**config.mk**
```make
export PLATFORM = sky130hd
export DESIGN_NAME = convolve_mem_arbiter
export DESIGN_NICKNAME = d
export VERILOG_FILES = /design/src/rtl/convolve_mem_pkg.sv /design/src/rtl/convolve_mem_arbiter_rr_pick.sv /design/src/rtl/convolve_mem_arbiter.sv
export SDC_FILE = /design/constraint.sdc
export NUM_CORES = 1
export LEC_CHECK = 0
export BUFFER_PORTS_ARGS = -buffer_cell sky130_fd_sc_hd__buf_2
export CAP_MARGIN = 40
export CORE_AREA = 2 2 117 119
export DETAILED_ROUTE_END_ITERATION = 8
export DIE_AREA = 0 0 119 121
export GPL_ROUTABILITY_DRIVEN = 0
export GPL_TIMING_DRIVEN = 0
export PLACE_DENSITY = 0.57
export SKIP_CTS_REPAIR_TIMING = 1
export SYNTH_ARGS = -nofsm -noshare
export SYNTH_HDL_FRONTEND = slang
export SYNTH_SLANG_ARGS = --single-unit
```
**constraint.sdc**
```tcl
create_clock -name clk -period 4.15 [get_ports clk]
set_input_delay 0.6225 -clock clk [delete_from_list [all_inputs] [get_ports clk]]
set_output_delay 0.6225 -clock clk [all_outputs]
set_load 0.1 [all_outputs]
```
**src/rtl/convolve_mem_pkg.sv**
```systemverilog
// Shared constants for the convolve scratch-memory arbiter: widths, requester
// indices, FSM state type and the rotation helper.
package convolve_mem_pkg;

  localparam int MEM_ADDR_W = 12;
  localparam int MEM_DATA_W = 32;
  localparam int OWNER_W    = 3;
  localparam int HOLD_W     = 16;

  localparam int REQ_CONVOLVE = 0;
  localparam int REQ_LAGWIN   = 1;
  localparam int REQ_AUTOCORR = 2;
  localparam int REQ_TEST     = 3;
  localparam int NUM_ENGINES  = REQ_TEST + 1;

  typedef enum logic {
    ARB_IDLE  = 1'b0,
    ARB_OWNED = 1'b1
  } arb_state_e;

  // Next requester index after idx, wrapping at n.
  function automatic logic [OWNER_W-1:0] wrap_inc(input logic [OWNER_W-1:0] idx,
                                                  input int n);
    if (int'(idx) >= n - 1) return '0;
    return idx + OWNER_W'(1);
  endfunction

endpackage

```
**src/rtl/convolve_mem_arbiter_rr_pick.sv**
```systemverilog
// Combinational round-robin picker: first set request scanning from start_i
// upward, modulo NUM_REQ.
module rr_pick
  import convolve_mem_pkg::*;
#(
  parameter int NUM_REQ = 4
) (
  input  logic [NUM_REQ-1:0] req_i,
  input  logic [OWNER_W-1:0] start_i,
  output logic [OWNER_W-1:0] win_idx_o,
  output logic               win_valid_o
);

  logic [NUM_REQ-1:0] rot;

  // Rotate so that bit 0 is the requester at start_i.
  assign rot = NUM_REQ'({req_i, req_i} >> start_i);

  always_comb begin
    win_idx_o   = '0;
    win_valid_o = 1'b0;
    for (int k = NUM_REQ - 1; k >= 0; k--) begin
      if (rot[k]) begin
        win_valid_o = 1'b1;
        if (int'(start_i) + k >= NUM_REQ) win_idx_o = OWNER_W'(int'(start_i) + k - NUM_REQ);
        else                              win_idx_o = OWNER_W'(int'(start_i) + k);
      end
    end
  end

endmodule

```
**src/rtl/convolve_mem_arbiter.sv**
```systemverilog
// Round-robin, burst-locking arbiter for the convolve scratch memory port.
// A granted engine keeps the port until it drops req; handoff has no bubble.
module convolve_mem_arbiter
  import convolve_mem_pkg::*;
#(
  parameter int NUM_REQ  = NUM_ENGINES,
  parameter int ADDR_W   = MEM_ADDR_W,
  parameter int DATA_W   = MEM_DATA_W,
  parameter int MAX_HOLD = 0
) (
  input  logic                      clk,
  input  logic                      reset,
  input  logic [NUM_REQ-1:0]        req,
  input  logic [NUM_REQ-1:0]        reqWriteEn,
  input  logic [NUM_REQ*ADDR_W-1:0] reqWriteAddr,
  input  logic [NUM_REQ*ADDR_W-1:0] reqReadAddr,
  input  logic [NUM_REQ*DATA_W-1:0] reqWriteData,
  output logic [NUM_REQ-1:0]        grant,
  output logic                      memWriteEn,
  output logic [ADDR_W-1:0]         memWriteAddr,
  output logic [ADDR_W-1:0]         memReadAddr,
  output logic [DATA_W-1:0]         memOut,
  output logic                      busy,
  output logic [OWNER_W-1:0]        owner,
  output logic                      holdTimeout
);

  localparam logic [HOLD_W-1:0] HOLD_LIMIT = HOLD_W'(MAX_HOLD);
  localparam logic [HOLD_W-1:0] HOLD_SAT   = '1;
  localparam bit                HOLD_EN    = (MAX_HOLD != 0);

  arb_state_e           state_q, state_d;
  logic [NUM_REQ-1:0]   grant_q, grant_d;
  logic [OWNER_W-1:0]   owner_q, owner_d;
  logic [HOLD_W-1:0]    hold_q, hold_d;
  logic                 timeout_q, timeout_d;

  logic [OWNER_W-1:0]   start_idx;
  logic [OWNER_W-1:0]   pick_idx;
  logic                 pick_valid;
  logic                 owner_req;

  // The same rotation start serves both the idle grant and the handoff.
  assign start_idx = wrap_inc(owner_q, NUM_REQ);
  assign owner_req = |(req & grant_q);

  rr_pick #(
    .NUM_REQ (NUM_REQ)
  ) u_pick (
    .req_i       (req),
    .start_i     (start_idx),
    .win_idx_o   (pick_idx),
    .win_valid_o (pick_valid)
  );

  always_comb begin
    state_d   = state_q;
    owner_d   = owner_q;
    hold_d    = hold_q;
    timeout_d = timeout_q;
    grant_d   = '0;
    case (state_q)
      ARB_IDLE: begin
        hold_d = '0;
        if (pick_valid) begin
          state_d = ARB_OWNED;
          owner_d = pick_idx;
        end
      end
      ARB_OWNED: begin
        if (owner_req) begin
          hold_d = (hold_q == HOLD_SAT) ? hold_q : hold_q + HOLD_W'(1);
        end else begin
          hold_d = '0;
          if (pick_valid) owner_d = pick_idx;
          else            state_d = ARB_IDLE;
        end
      end
      default: state_d = ARB_IDLE;
    endcase
    for (int i = 0; i < NUM_REQ; i++) begin
      grant_d[i] = (state_d == ARB_OWNED) && (owner_d == OWNER_W'(i));
    end
    if (HOLD_EN && (state_d == ARB_OWNED) && (hold_d == HOLD_LIMIT)) timeout_d = 1'b1;
  end

  always_ff @(posedge clk or negedge reset) begin
    if (!reset) begin
      state_q   <= ARB_IDLE;
      grant_q   <= '0;
      owner_q   <= OWNER_W'(NUM_REQ - 1);
      hold_q    <= '0;
      timeout_q <= 1'b0;
    end else begin
      state_q   <= state_d;
      grant_q   <= grant_d;
      owner_q   <= owner_d;
      hold_q    <= hold_d;
      timeout_q <= timeout_d;
    end
  end

  // AND-OR mux on the one-hot grant: everything reads zero while idle.
  logic [ADDR_W-1:0] wa_m [NUM_REQ];
  logic [ADDR_W-1:0] ra_m [NUM_REQ];
  logic [DATA_W-1:0] wd_m [NUM_REQ];

  for (genvar gi = 0; gi < NUM_REQ; gi++) begin : g_slice
    assign wa_m[gi] = grant_q[gi] ? reqWriteAddr[gi*ADDR_W +: ADDR_W] : '0;
    assign ra_m[gi] = grant_q[gi] ? reqReadAddr[gi*ADDR_W +: ADDR_W]  : '0;
    assign wd_m[gi] = grant_q[gi] ? reqWriteData[gi*DATA_W +: DATA_W] : '0;
  end

  always_comb begin
    memWriteAddr = '0;
    memReadAddr  = '0;
    memOut       = '0;
    for (int i = 0; i < NUM_REQ; i++) begin
      memWriteAddr = memWriteAddr | wa_m[i];
      memReadAddr  = memReadAddr  | ra_m[i];
      memOut       = memOut       | wd_m[i];
    end
  end

  assign busy        = (state_q == ARB_OWNED);
  assign grant       = grant_q;
  assign owner       = owner_q;
  assign holdTimeout = timeout_q;
  assign memWriteEn  = busy & |(reqWriteEn & grant_q);

endmodule

```
==> results of run 1 <==
==> cells by family (layout without fill, tap and decap cells) <==
logic type,count (synthesis),in the layout,synth area share [%]
flops,8,8,9.75
compound gates,153,153,57.9
other cells,1,2,0.180
buf+inv,38,338,8.55
simple gates,87,87,19.2
fa+ha+maj,3,3,1.81
mux,4,4,2.65
==> layout make-up <==
class,instances,area share (%)
Timing Repair Buffer,296,38.4
Tap cell,176,5.70
Inverter,6,0.713
Sequential cell,8,5.25
Antenna cell,1,0.0648
Clock buffer,4,2.04
Multi-Input combinational cell,248,44.0
Buffer,32,3.89
==> path summary, 6_finish.rpt <==
path                                    start            endpoint  slack (ns)
hold reg to reg                busy$_DFF_PN0_      busy$_DFF_PN0_        0.71
setup / recovery           grant[2]$_DFF_PN0_      memReadAddr[1]        1.13
hold / removal                          reset  owner[2]$_DFF_PN0_        0.23
min in group clk               busy$_DFF_PN0_      busy$_DFF_PN0_        0.71
setup reg to reg           owner[0]$_DFF_PN1_  grant[1]$_DFF_PN0_        1.36
max in group asynchronous               reset  owner[0]$_DFF_PN1_        3.68
==> layer usage <==
layer	global-route usage [%]	part of all wire, %	vias to the layer above
met4	4.91	2.1	0
li1	-	-	1772
met1	19.9	41	1673
met3	2.63	6.1	14
met2	28.1	51	160
met5	0	0	-
==> per-stage QoR <==
stage / setup slack (ns) / instances / hold WS [ns] / area (sq um) / util, %
global route: 0.880 / 771 / 0.240 / 3860 / 29.5
CTS: 1.08 / 770 / 0.238 / 3860 / 29.5
detailed placement: 1.33 / 766 / 0.477 / 3780 / 28.9
floorplan: 0.655 / 294 / 0.327 / 2080 / -
finish: 1.13 / 771 / 0.232 / 3860 / 29.5
global placement: 1.33 / 766 / 0.475 / 3780 / 28.9
==> critical path, cell delays in order, from the launching register on <==
cell and delay (ns):
dfrtp_1 0.41, clkbuf_1 0.51, clkbuf_1 0.50, a22oi_1 0.23, nand2_1 0.10, buf_2 0.42
==> placed cells by master, fill, tap and decap left out, types with 2 or more instances in the layout <==
cell and n:
o32ai_1 2, o31a_1 2, dfstp_2 2, a21boi_1 3
nand2_1 62, inv_1 5, o21ai_2 2, buf_6 3
a22o_1 2, nor2b_1 2, dfrtp_1 6, and2_1 2
buf_1 5, nor4b_1 2, a32oi_1 2, ha_1 3
clkbuf_16 3, o21ai_0 5, buf_2 299, mux2_4 2
a21oi_1 4, clkbuf_1 21, nor2_1 7, nor3_1 2
or3_1 2, a22oi_1 116
==> registers in the layout, summed over array words and instances, names as in the netlist <==
signal	cells
busy	1
grant	4
owner	3
==> flow_metrics.tcl, run 1 <==
set metrics [dict create \
    synthTopCellsByArea "a22oi_1 (42%), nand2_1 (11%), dfrtp_1 (7.2%)" \
    tightest_slew_ns 0.603 \
    yosysMostFrequentCell "a22oi_1" \
    synth_area_leader_cell "a22oi_1" \
    dieArea_sq_um 14400 \
    ys_seq_elements 8 \
    maxSlewHeadroom_pct 59.2 \
    ys_seq_area_share_pct 9.75 \
    cp_data_required_time_ns 3.53 \
    drc_errors 0 \
    ant_nets 0 \
    fp-row-count 42 \
    antenna_found_initial 1 \
    synth.top_cell.area_share_pct 41.9 \
    setup_viol 0 \
    syn_nets 531 \
    multi_input_area_sq_um 1700 \
    post-route-period-util_pct 72.9 \
    fill_cells 1452 \
    path_max_fanout 10 \
    final_nets 832 \
    grt_max_degree 11 \
    drive_gt1_share_pct 54.2 \
    ys.flop_type "dfrtp_1" \
    hpwl_mm 10.5 \
    overflow 0 \
    worstHoldPathType "input port to asynchronous set/reset pin" \
    port_buffers 296 \
    wl_mm 12.5 \
    numCtsBuffers 3 \
    synth.avg_cell_area_sq_um 7.07 \
    maxCapViolations 0 \
    critPathArrivalTime_ns 2.40 \
    clock_sinks 8 \
    end_kind "output port" \
    synth_commonest_cells "a22oi_1 (116), nand2_1 (62), clkbuf_1 (20)" \
    cts_tree "built" \
    vias_per_cell 4.69 \
    clkLatencyLatePin_ns 0.23 \
    regArea_sq_um 203 \
    die-height_um 121 \
    netlist_area_sq_um 2080 \
    grt_usage_pct 16.0 \
    outcome "finished, final reports clean" \
    route.vias.total 3619 \
    worstSetupPathType "register to output port" \
    fp.dieW_um 119 \
    fp.coreArea_sq_um 13100 \
    min_period_ns 3.02 \
    drv_slew 0 \
    pin_count 300 \
    yosysUniqueCellTypes 53 \
    grt_pass1_vias 3538 \
    grt_first_pass_wirelength_mm 18.6 \
    drtIter0Drc 172 \
    cp-start-kind "register" \
    post_drt_wl_per_cell_um 16.2 \
    clk_pin_slew_ns 0.04 \
    yosysWarnings 0 \
    finalSetupTns_ns 0 \
    area_growth_pct 85.8 \
    drt_first_pass_iters 4 \
    cts_max_level 1 \
    ff2ff_path_depth 8 \
    syn-instance-count 294 \
    hold_violations 0 \
    fin_skew_ns 0.00172 \
    synth_edf_count 0 \
    max_freq_mhz 331 \
    rsz0062_at_grt "no" \
    clockBufferDepth 2 \
    start_util_pct 15.9 \
    synthArstFlopShare_pct 100 \
    cts-root-buf "clkbuf_16" \
]
Power of run 1 is not shown: default switching activity piles up to over one toggle a cycle in this logic, so the estimate is an artifact.
==> run 2: changes to the inputs <==
Settings changed: CORE_AREA 2 2 117 119 to 2 2 116 118, DIE_AREA 0 0 119 121 to 0 0 118 120, PLACE_DENSITY 0.57 to 0.59.
Clock period 4.15 ns to 2.5 ns, I/O delays scaled along.
==> run 2 against run 1 <==
  * First-iteration DRC count fell by 5.2%
  * Sequential cell count did not move
  * Die area fell by 1.7%
  * Global-route usage rose by 0.34 points
  * Via count rose by 2.5%
  * Critical path depth rose by 5
  * Worst hold slack improved by 0.29 ns
  * Sequential share of layout area rose by 0.058 points
  * Register-to-register slack got worse by 1.4 ns
  * Cell count rose by 0.65%
  * Highest routed layer unchanged
==> flow_metrics.tcl, run 2 (same netlist as run 1, synthesis figures left out) <==
set metrics [dict create \
    outcome "finished, final reports clean" \
    placed_area_sq_um 3880 \
    ant_nets 0 \
    finalSetupTns_ns 0 \
    min_period_ns 2.49 \
    hold_violations 0 \
    r2r_setup_slack_ns 0.009 \
    largest_register_ffs 4 \
    critical_path.top_delay_family "compound AO/OA/AOI/OAI gates" \
    final_common_cell "buf_2" \
    critPathBufInv 2 \
    tightest_slew_ns 0.555 \
    worstHoldPathType "input port to asynchronous set/reset pin" \
    setup_viol 0 \
    cts_max_level 1 \
    die-height_um 120 \
    cts-root-buf "clkbuf_16" \
    post-route-period-util_pct 99.7 \
    num_antenna_cells 0 \
    port_buffers 296 \
    hpwl_mm 10.5 \
    reg2reg_from "owner[0]$_DFF_PN1_" \
    drv_slew 0 \
    overflow 0 \
    ff2ff_path_depth 10 \
    cp_slowest_cell "dfstp_4" \
    clock_sinks 8 \
    fp-row-count 42 \
    max_freq_mhz 401 \
    path_cells "ha_4 > ha_4 > or3_1 > buf_6 > clkinv_8 > o22ai_1 > a2bb2oi_2 > a211o_1 > and2_4 > a32o_1" \
    maxCapViolations 0 \
    grt_pass1_vias 3428 \
    dieArea_sq_um 14200 \
    wl_mm 12.7 \
    fp.coreArea_sq_um 13000 \
    cp_data_required_time_ns 2.61 \
    drt_first_pass_iters 5 \
    slowest_delay_ns 0.48 \
    final_cell_mix "buf_2 (272), a22oi_1 (115), nand2_1 (62)" \
    start_util_pct 16.0 \
    route.vias.total 3708 \
    antenna_found_initial 0 \
    post_drt_wl_per_cell_um 16.4 \
    vias_per_cell 4.78 \
    maxSlewHeadroom_pct 63.0 \
    critPathArrivalTime_ns 2.60 \
    drive_gt1_share_pct 58.7 \
    r2r-end "grant[2]$_DFF_PN0_" \
    grt_usage_pct 16.3 \
    fp.dieW_um 118 \
    fin_skew_ns 0.00166 \
    cp_common_cell "ha_4" \
    grt_max_degree 11 \
    cts_tree "built" \
    drtIter0Drc 163 \
    fill_cells 1456 \
    clockBufferDepth 2 \
    end_kind "register" \
    worstSetupPathType "register to register" \
    area_growth_pct 98.5 \
    cp-start-kind "register" \
    drc_errors 0 \
    clk_pin_slew_ns 0.04 \
    final_area_sq_um 4130 \
    numCtsBuffers 3 \
    clkLatencyLatePin_ns 0.23 \
    rsz0062_at_grt "yes" \
    final_nets 838 \
    pin_count 300 \
    grt_first_pass_wirelength_mm 18.8 \
    path_max_fanout 9 \
]
## run 2: worst max path at each step
stage | start | to | slack [ns] | depth (start not counted)
6_report | owner[0]$_DFF_PN1_ | grant[2]$_DFF_PN0_ | 0.009 | 10
5_1_grt | owner[0]$_DFF_PN1_ | grant[2]$_DFF_PN0_ | -0.09 | 8
4_1_cts | grant[2]$_DFF_PN0_ | memOut[3] | -0.42 | 5
3_5_place_dp | grant[2]$_DFF_PN0_ | memOut[3] | -0.18 | 5
3_3_place_gp | grant[2]$_DFF_PN0_ | memReadAddr[5] | -0.19 | 5
2_1_floorplan | owner[2]$_DFF_PN0_ | grant[2]$_DFF_PN0_ | -0.07 | 10
## run 2: stage by stage
step	std cells	hold WS, ns	util [%]	worst slack, ns
final	776	0.518	31.8	0.00854
after detailed placement	767	0.225	29.9	-0.177
after global routing	776	0.545	31.8	-0.0898
after global placement	766	0.223	29.8	-0.192
after floorplan	294	0.0794	-	-0.0745
after CTS	771	-0.0184	30.5	-0.421
## run 2: per-layer routing
layer / wire length [um] / vias up / global-route usage [%]
li1: - / 1786 / -
met5: 0 / - / 0
met3: 549 / 8 / 2.14
met4: 129 / 0 / 2.48
met2: 6610 / 152 / 29.6
met1: 5430 / 1762 / 20.9
## run 2: cell type report
class / count / area, sq um / area share [%]
multi-input combinational: 248 / 1810 / 43.8
timing repair buffer: 305 / 1620 / 39.3
tap: 176 / 220 / 5.34
sequential: 8 / 219 / 5.31
buffer: 29 / 140 / 3.40
clock buffer: 4 / 78.8 / 1.91
inverter: 6 / 37.5 / 0.910
Power of run 2 is left out for the same reason.
